===== config.mk =====
export PLATFORM = sky130hd
export DESIGN_NAME = game_ctrl_fsm
export DESIGN_NICKNAME = d
export VERILOG_FILES = /design/src/rtl/game_ctrl_fsm.sv
export SDC_FILE = /design/constraint.sdc
export NUM_CORES = 1
export LEC_CHECK = 0
export ABC_AREA = 1
export ABC_CLOCK_PERIOD_IN_PS = 2050
export CORE_MARGIN = 10
export CORE_UTILIZATION = 49
export CTS_CLUSTER_DIAMETER = 100
export DETAILED_ROUTE_END_ITERATION = 10
export PLACE_DENSITY = 0.73
export SETUP_SLACK_MARGIN = 0.1
export SLEW_MARGIN = 10
export SYNTH_ARGS = -nofsm -noshare
export SYNTH_HDL_FRONTEND = slang
export SYNTH_SLANG_ARGS = --single-unit

===== constraint.sdc =====
create_clock -name clk -period 2.05 [get_ports clk]
set_clock_uncertainty 0.15 [all_clocks]
set_input_delay 0.3075 -clock clk [delete_from_list [all_inputs] [get_ports clk]]
set_output_delay 0.3075 -clock clk [all_outputs]
set_load 0.01 [all_outputs]

===== src/rtl/game_ctrl_fsm.sv =====
// ---------------------------------------------------------------------------
// game_ctrl_fsm
// Level/lives/timer controller for a frog-crossing game. A game starts in
// READY, counts down READY_TICKS ticks, then enters PLAY with PLAY_TICKS ticks
// to reach the final line. Clearing a level advances to the next one. A crash
// or a timeout costs a life. The game ends in WIN after the final level is
// cleared, or in LOSE when no lives remain. WIN and LOSE hold until restart.
//
// Ports
//   clk        in   system clock, all state on rising edge
//   reset      in   asynchronous active-low reset
//   tick       in   one-cycle time-base enable
//   hit        in   frog reached final line
//   miss       in   frog crashed
//   restart    in   one-cycle new-game request (WIN/LOSE only)
//   level      out  current level index
//   lives      out  remaining lives
//   game_end   out  00 running, 01 game over, 10 win
//   playing    out  high only in PLAY
//   time_left  out  READY/PLAY countdown, 0 in WIN/LOSE
//   level_up   out  one-cycle pulse on non-final level clear
//   life_lost  out  one-cycle pulse on every life decrement
// ---------------------------------------------------------------------------
module game_ctrl_fsm #(
  parameter int NUM_LEVELS  = 4,
  parameter int NUM_LIVES   = 3,
  parameter int READY_TICKS = 5,
  parameter int PLAY_TICKS  = 30,
  localparam int LVL_W  = (NUM_LEVELS > 2) ? $clog2(NUM_LEVELS) : 1,
  localparam int LIFE_W = $clog2(NUM_LIVES + 1),
  localparam int TIME_W = $clog2(((READY_TICKS > PLAY_TICKS) ? READY_TICKS : PLAY_TICKS) + 1)
) (
  input  logic              clk,
  input  logic              reset,
  input  logic              tick,
  input  logic              hit,
  input  logic              miss,
  input  logic              restart,
  output logic [LVL_W-1:0]  level,
  output logic [LIFE_W-1:0] lives,
  output logic [1:0]        game_end,
  output logic              playing,
  output logic [TIME_W-1:0] time_left,
  output logic              level_up,
  output logic              life_lost
);

  localparam logic [1:0] ST_READY = 2'd0;
  localparam logic [1:0] ST_PLAY  = 2'd1;
  localparam logic [1:0] ST_WIN   = 2'd2;
  localparam logic [1:0] ST_LOSE  = 2'd3;

  localparam logic [1:0] GE_RUN  = 2'b00;
  localparam logic [1:0] GE_OVER = 2'b01;
  localparam logic [1:0] GE_WIN  = 2'b10;

  localparam logic [LVL_W-1:0]  LAST_LVL    = LVL_W'(NUM_LEVELS - 1);
  localparam logic [LVL_W-1:0]  ONE_LVL     = LVL_W'(1);
  localparam logic [LVL_W-1:0]  ZERO_LVL    = {LVL_W{1'b0}};
  localparam logic [LIFE_W-1:0] START_LIVES = LIFE_W'(NUM_LIVES);
  localparam logic [LIFE_W-1:0] ONE_LIFE    = LIFE_W'(1);
  localparam logic [LIFE_W-1:0] ZERO_LIFE   = {LIFE_W{1'b0}};
  localparam logic [TIME_W-1:0] READY_T     = TIME_W'(READY_TICKS);
  localparam logic [TIME_W-1:0] PLAY_T      = TIME_W'(PLAY_TICKS);
  localparam logic [TIME_W-1:0] ONE_T       = TIME_W'(1);
  localparam logic [TIME_W-1:0] ZERO_T      = {TIME_W{1'b0}};

  logic [1:0]        state_r,     state_s;
  logic [LVL_W-1:0]  level_r,     level_s;
  logic [LIFE_W-1:0] lives_r,     lives_s;
  logic [1:0]        game_end_r,  game_end_s;
  logic              playing_r,   playing_s;
  logic [TIME_W-1:0] time_r,      time_s;
  logic              level_up_r,  level_up_s;
  logic              life_lost_r, life_lost_s;

  // Next-state and next-output decode for every state.
  always_comb begin
    state_s     = state_r;
    level_s     = level_r;
    lives_s     = lives_r;
    game_end_s  = game_end_r;
    playing_s   = playing_r;
    time_s      = time_r;
    level_up_s  = 1'b0;
    life_lost_s = 1'b0;
    case (state_r)
      ST_READY: begin
        if (tick) begin
          // <= rather than == so a corrupted zero count cannot wrap
          if (time_r <= ONE_T) begin
            state_s   = ST_PLAY;
            playing_s = 1'b1;
            time_s    = PLAY_T;
          end else begin
            time_s = time_r - ONE_T;
          end
        end else begin
          time_s = time_r;
        end
      end
      ST_PLAY: begin
        // hit wins over miss, which wins over timeout, which wins over decrement
        if (hit) begin
          playing_s = 1'b0;
          if (level_r < LAST_LVL) begin
            level_s    = level_r + ONE_LVL;
            level_up_s = 1'b1;
            state_s    = ST_READY;
            time_s     = READY_T;
          end else begin
            state_s    = ST_WIN;
            game_end_s = GE_WIN;
            time_s     = ZERO_T;
          end
        end else if (miss || (tick && (time_r <= ONE_T))) begin
          life_lost_s = 1'b1;
          playing_s   = 1'b0;
          if (lives_r > ONE_LIFE) begin
            lives_s = lives_r - ONE_LIFE;
            state_s = ST_READY;
            time_s  = READY_T;
          end else begin
            lives_s    = ZERO_LIFE;
            state_s    = ST_LOSE;
            game_end_s = GE_OVER;
            time_s     = ZERO_T;
          end
        end else if (tick) begin
          time_s = time_r - ONE_T;
        end else begin
          time_s = time_r;
        end
      end
      ST_WIN, ST_LOSE: begin
        if (restart) begin
          state_s    = ST_READY;
          level_s    = ZERO_LVL;
          lives_s    = START_LIVES;
          game_end_s = GE_RUN;
          playing_s  = 1'b0;
          time_s     = READY_T;
        end else begin
          state_s = state_r;
        end
      end
      default: begin
        state_s    = ST_READY;
        level_s    = ZERO_LVL;
        lives_s    = START_LIVES;
        game_end_s = GE_RUN;
        playing_s  = 1'b0;
        time_s     = READY_T;
      end
    endcase
  end

  // State and output registers; reset loads game-start values.
  always_ff @(posedge clk or negedge reset) begin
    if (!reset) begin
      state_r     <= ST_READY;
      level_r     <= ZERO_LVL;
      lives_r     <= START_LIVES;
      game_end_r  <= GE_RUN;
      playing_r   <= 1'b0;
      time_r      <= READY_T;
      level_up_r  <= 1'b0;
      life_lost_r <= 1'b0;
    end else begin
      state_r     <= state_s;
      level_r     <= level_s;
      lives_r     <= lives_s;
      game_end_r  <= game_end_s;
      playing_r   <= playing_s;
      time_r      <= time_s;
      level_up_r  <= level_up_s;
      life_lost_r <= life_lost_s;
    end
  end

  assign level     = level_r;
  assign lives     = lives_r;
  assign game_end  = game_end_r;
  assign playing   = playing_r;
  assign time_left = time_r;
  assign level_up  = level_up_r;
  assign life_lost = life_lost_r;

endmodule


==> out/summary.txt <==
Root Driver - clkbuf_4
Initial antenna violation count - 0
Crit-path max cell delay - 0.60 ns
H-tree depth - 1
Pwr Density - 1562 nW/um^2
Hold WS - 0.1688 ns
Final setup vio count - 0
Post-Route WL - 2299 um
Ys Warns - 0
Final core occ - 64.91%
Syn Nets - 128
Fmax - 524.3 MHz
DP HPWL - 1889 um
Most common cell after layout, fill and taps aside - nand2_1
TritonCTS Buffers - 3
Most frequent cells in the layout - nand2_1, clkdlybuf4s50_1, inv_1, dfrtp_1, inv_2
PnR Total Power - 1.949 mW
Final GP Congestion - 0.9211
Distinct cells, synth - 29
Die width - 64.60 um
Worst Setup Path Type - reg2out
Via count - 866
Final nets - 155
Cell chain of the critical path - clkdlybuf4s50_1
Post-Syn Instances - 119
I/O pins - 20
Worst path slowest cell - dfstp_2
Pre-CTS setup slack - 0.1490 ns
R2R Setup Slk - 0.21 ns
Average cell area after synthesis - 8.191 sq um
Initial Utilization - 50.72%
Worst-path clk slew - 0.09 ns
Tcrit/Tclk final - 93.04%
Capturing element type of the critical path - output pin
CTS tree - yes
TritonRoute pass-1 iters - 4
DR DRC count - 0
Largest delay share family, worst path - flip-flops
CP bufs+invs - 1
Status - completed
Worst Hold Class - in2async
Fraction of layout cells with a size suffix above 1 - 20.69%
FF-to-FF Start - time_left[0]
Slew Viols, Final - 0
Critical path startpoint - time_left[0]
Critical path depth in cells - 1
Minimum clock period - 1.907 ns
Maximum vdd drop - 0.7542 mV
Congestion Overflow GR - 0
Mapped cell area - 974.7 sq um
Area delta synth->final - 27.98%
N_diodes - 0
Clk sinks - 16
Post-Route Setup TNS - 0 ns
Port bufs - 19
Post-route ant nets - 0
Crit-path max FO - 6
RSZ-0062 raised after global routing - no
First-pass GRT wire length - 4119 um
Die Ht - 64.60 um
Placeable core area - 1922 sq um
Fin worst setup slack - 0.1427 ns
Number of max-cap violations - 0
Per-cell routed wire length - 13.37 um
Arr. time, crit path - 1.45 ns
Number of global-route vias before repair - 939
Vias per cell - 5.035
Clk Latency, worst-skew pair - 0.29 ns
Largest net degree at the start of global routing - 17
GR Util All Layers - 12.20%
Reg2reg end - lives[1]
Row count - 16
Fin. Hold Viols - 0
Post-synthesis register bit count - 16
Worst EP required - 1.59 ns
Worst Max-Slew Pin Slew - 0.4386 ns
Setup crit start kind - flip-flop
Starting DRT DRC Count - 34
CTS Buffer Depth - 2
Die ar. - 4173 sq um
R2R depth - 8
Pleak - 0.5959 nW
Seq/Total Area, Yosys - 41.59%
Relative slew slack - 70.76%
Post-CTS sizing - 0
-- stage by stage --
stage,cell area (sq um),std cells
final,1247,172
after detailed placement,1214,167
after floorplan,974.7,119
after global routing,1247,172
after global placement,1214,167
after CTS,1240,171
-- area by class of cell --
cell class	count	area (sq um)
Fill cell	187	674.4
Tap cell	27	33.78
Timing Repair Buffer	23	220.2
Multi-Input combinational cell	83	490.5
Clock buffer	4	26.28
Inverter	19	71.32
Sequential cell	16	405.4
-- state kept, by name (all words and copies together) (netlist names) --
signal     flops
time_left      5
game_end       2
level          2
lives          2
state_r        2
level_up       1
life_lost      1
playing        1
-- cell usage after synthesis, drive strengths merged --
library cell	instances	area [sq um]
a21oi	5	43.80
a22oi	3	22.52
a31oi	2	12.51
buf	1	7.510
dfrtp	12	300.3
dfstp	4	105.1
ha	3	37.54
inv	19	71.32
nand2	36	137.6
nand3	8	50.05
nand4	1	6.260
nor2	9	58.81
nor3	1	5.000
o211ai	2	28.78
o21ai	7	38.79
o21bai	1	7.510
o31ai	2	15.01
xnor2	1	8.760
xor2	2	17.52
-- worst max-delay path by stage --
stage                   endpoint
floorplan             state_r[0]
global placement    time_left[2]
detailed placement  time_left[2]
CTS                 time_left[0]
global route        time_left[2]
finish              time_left[0]
-- per-layer routing --
metal | global-route usage (%) | wire length, um
met2 | 19.70 | 1150
met5 | 0 | 0
met4 | 7.754 | 86
met1 | 13.34 | 920
met3 | 4.296 | 142
-- report_power, final --
group / internal (mW) / switching (mW) / total [mW]
clock network: 0.0757 / 0.0977 / 0.173
registers: 0.489 / 0.135 / 0.624
logic: 0.514 / 0.637 / 1.15
-- cell families after synthesis --
family	after synthesis	synth area share, %
AOI/OAI and AO/OA	22	17.33
xor gates and xnor gates	3	2.696
adders and majority gates	3	3.852
buffers and inverters	20	8.088
DFF	16	41.59
and+or+nand+nor	55	26.45
-- timing repair --
action / 4_1_cts / 5_1_grt
hold buffers: 0 / 0
buffers inserted: 0 / 1
setup endpoints to repair: 0 / 3
(Power assumes the default switching activity.)
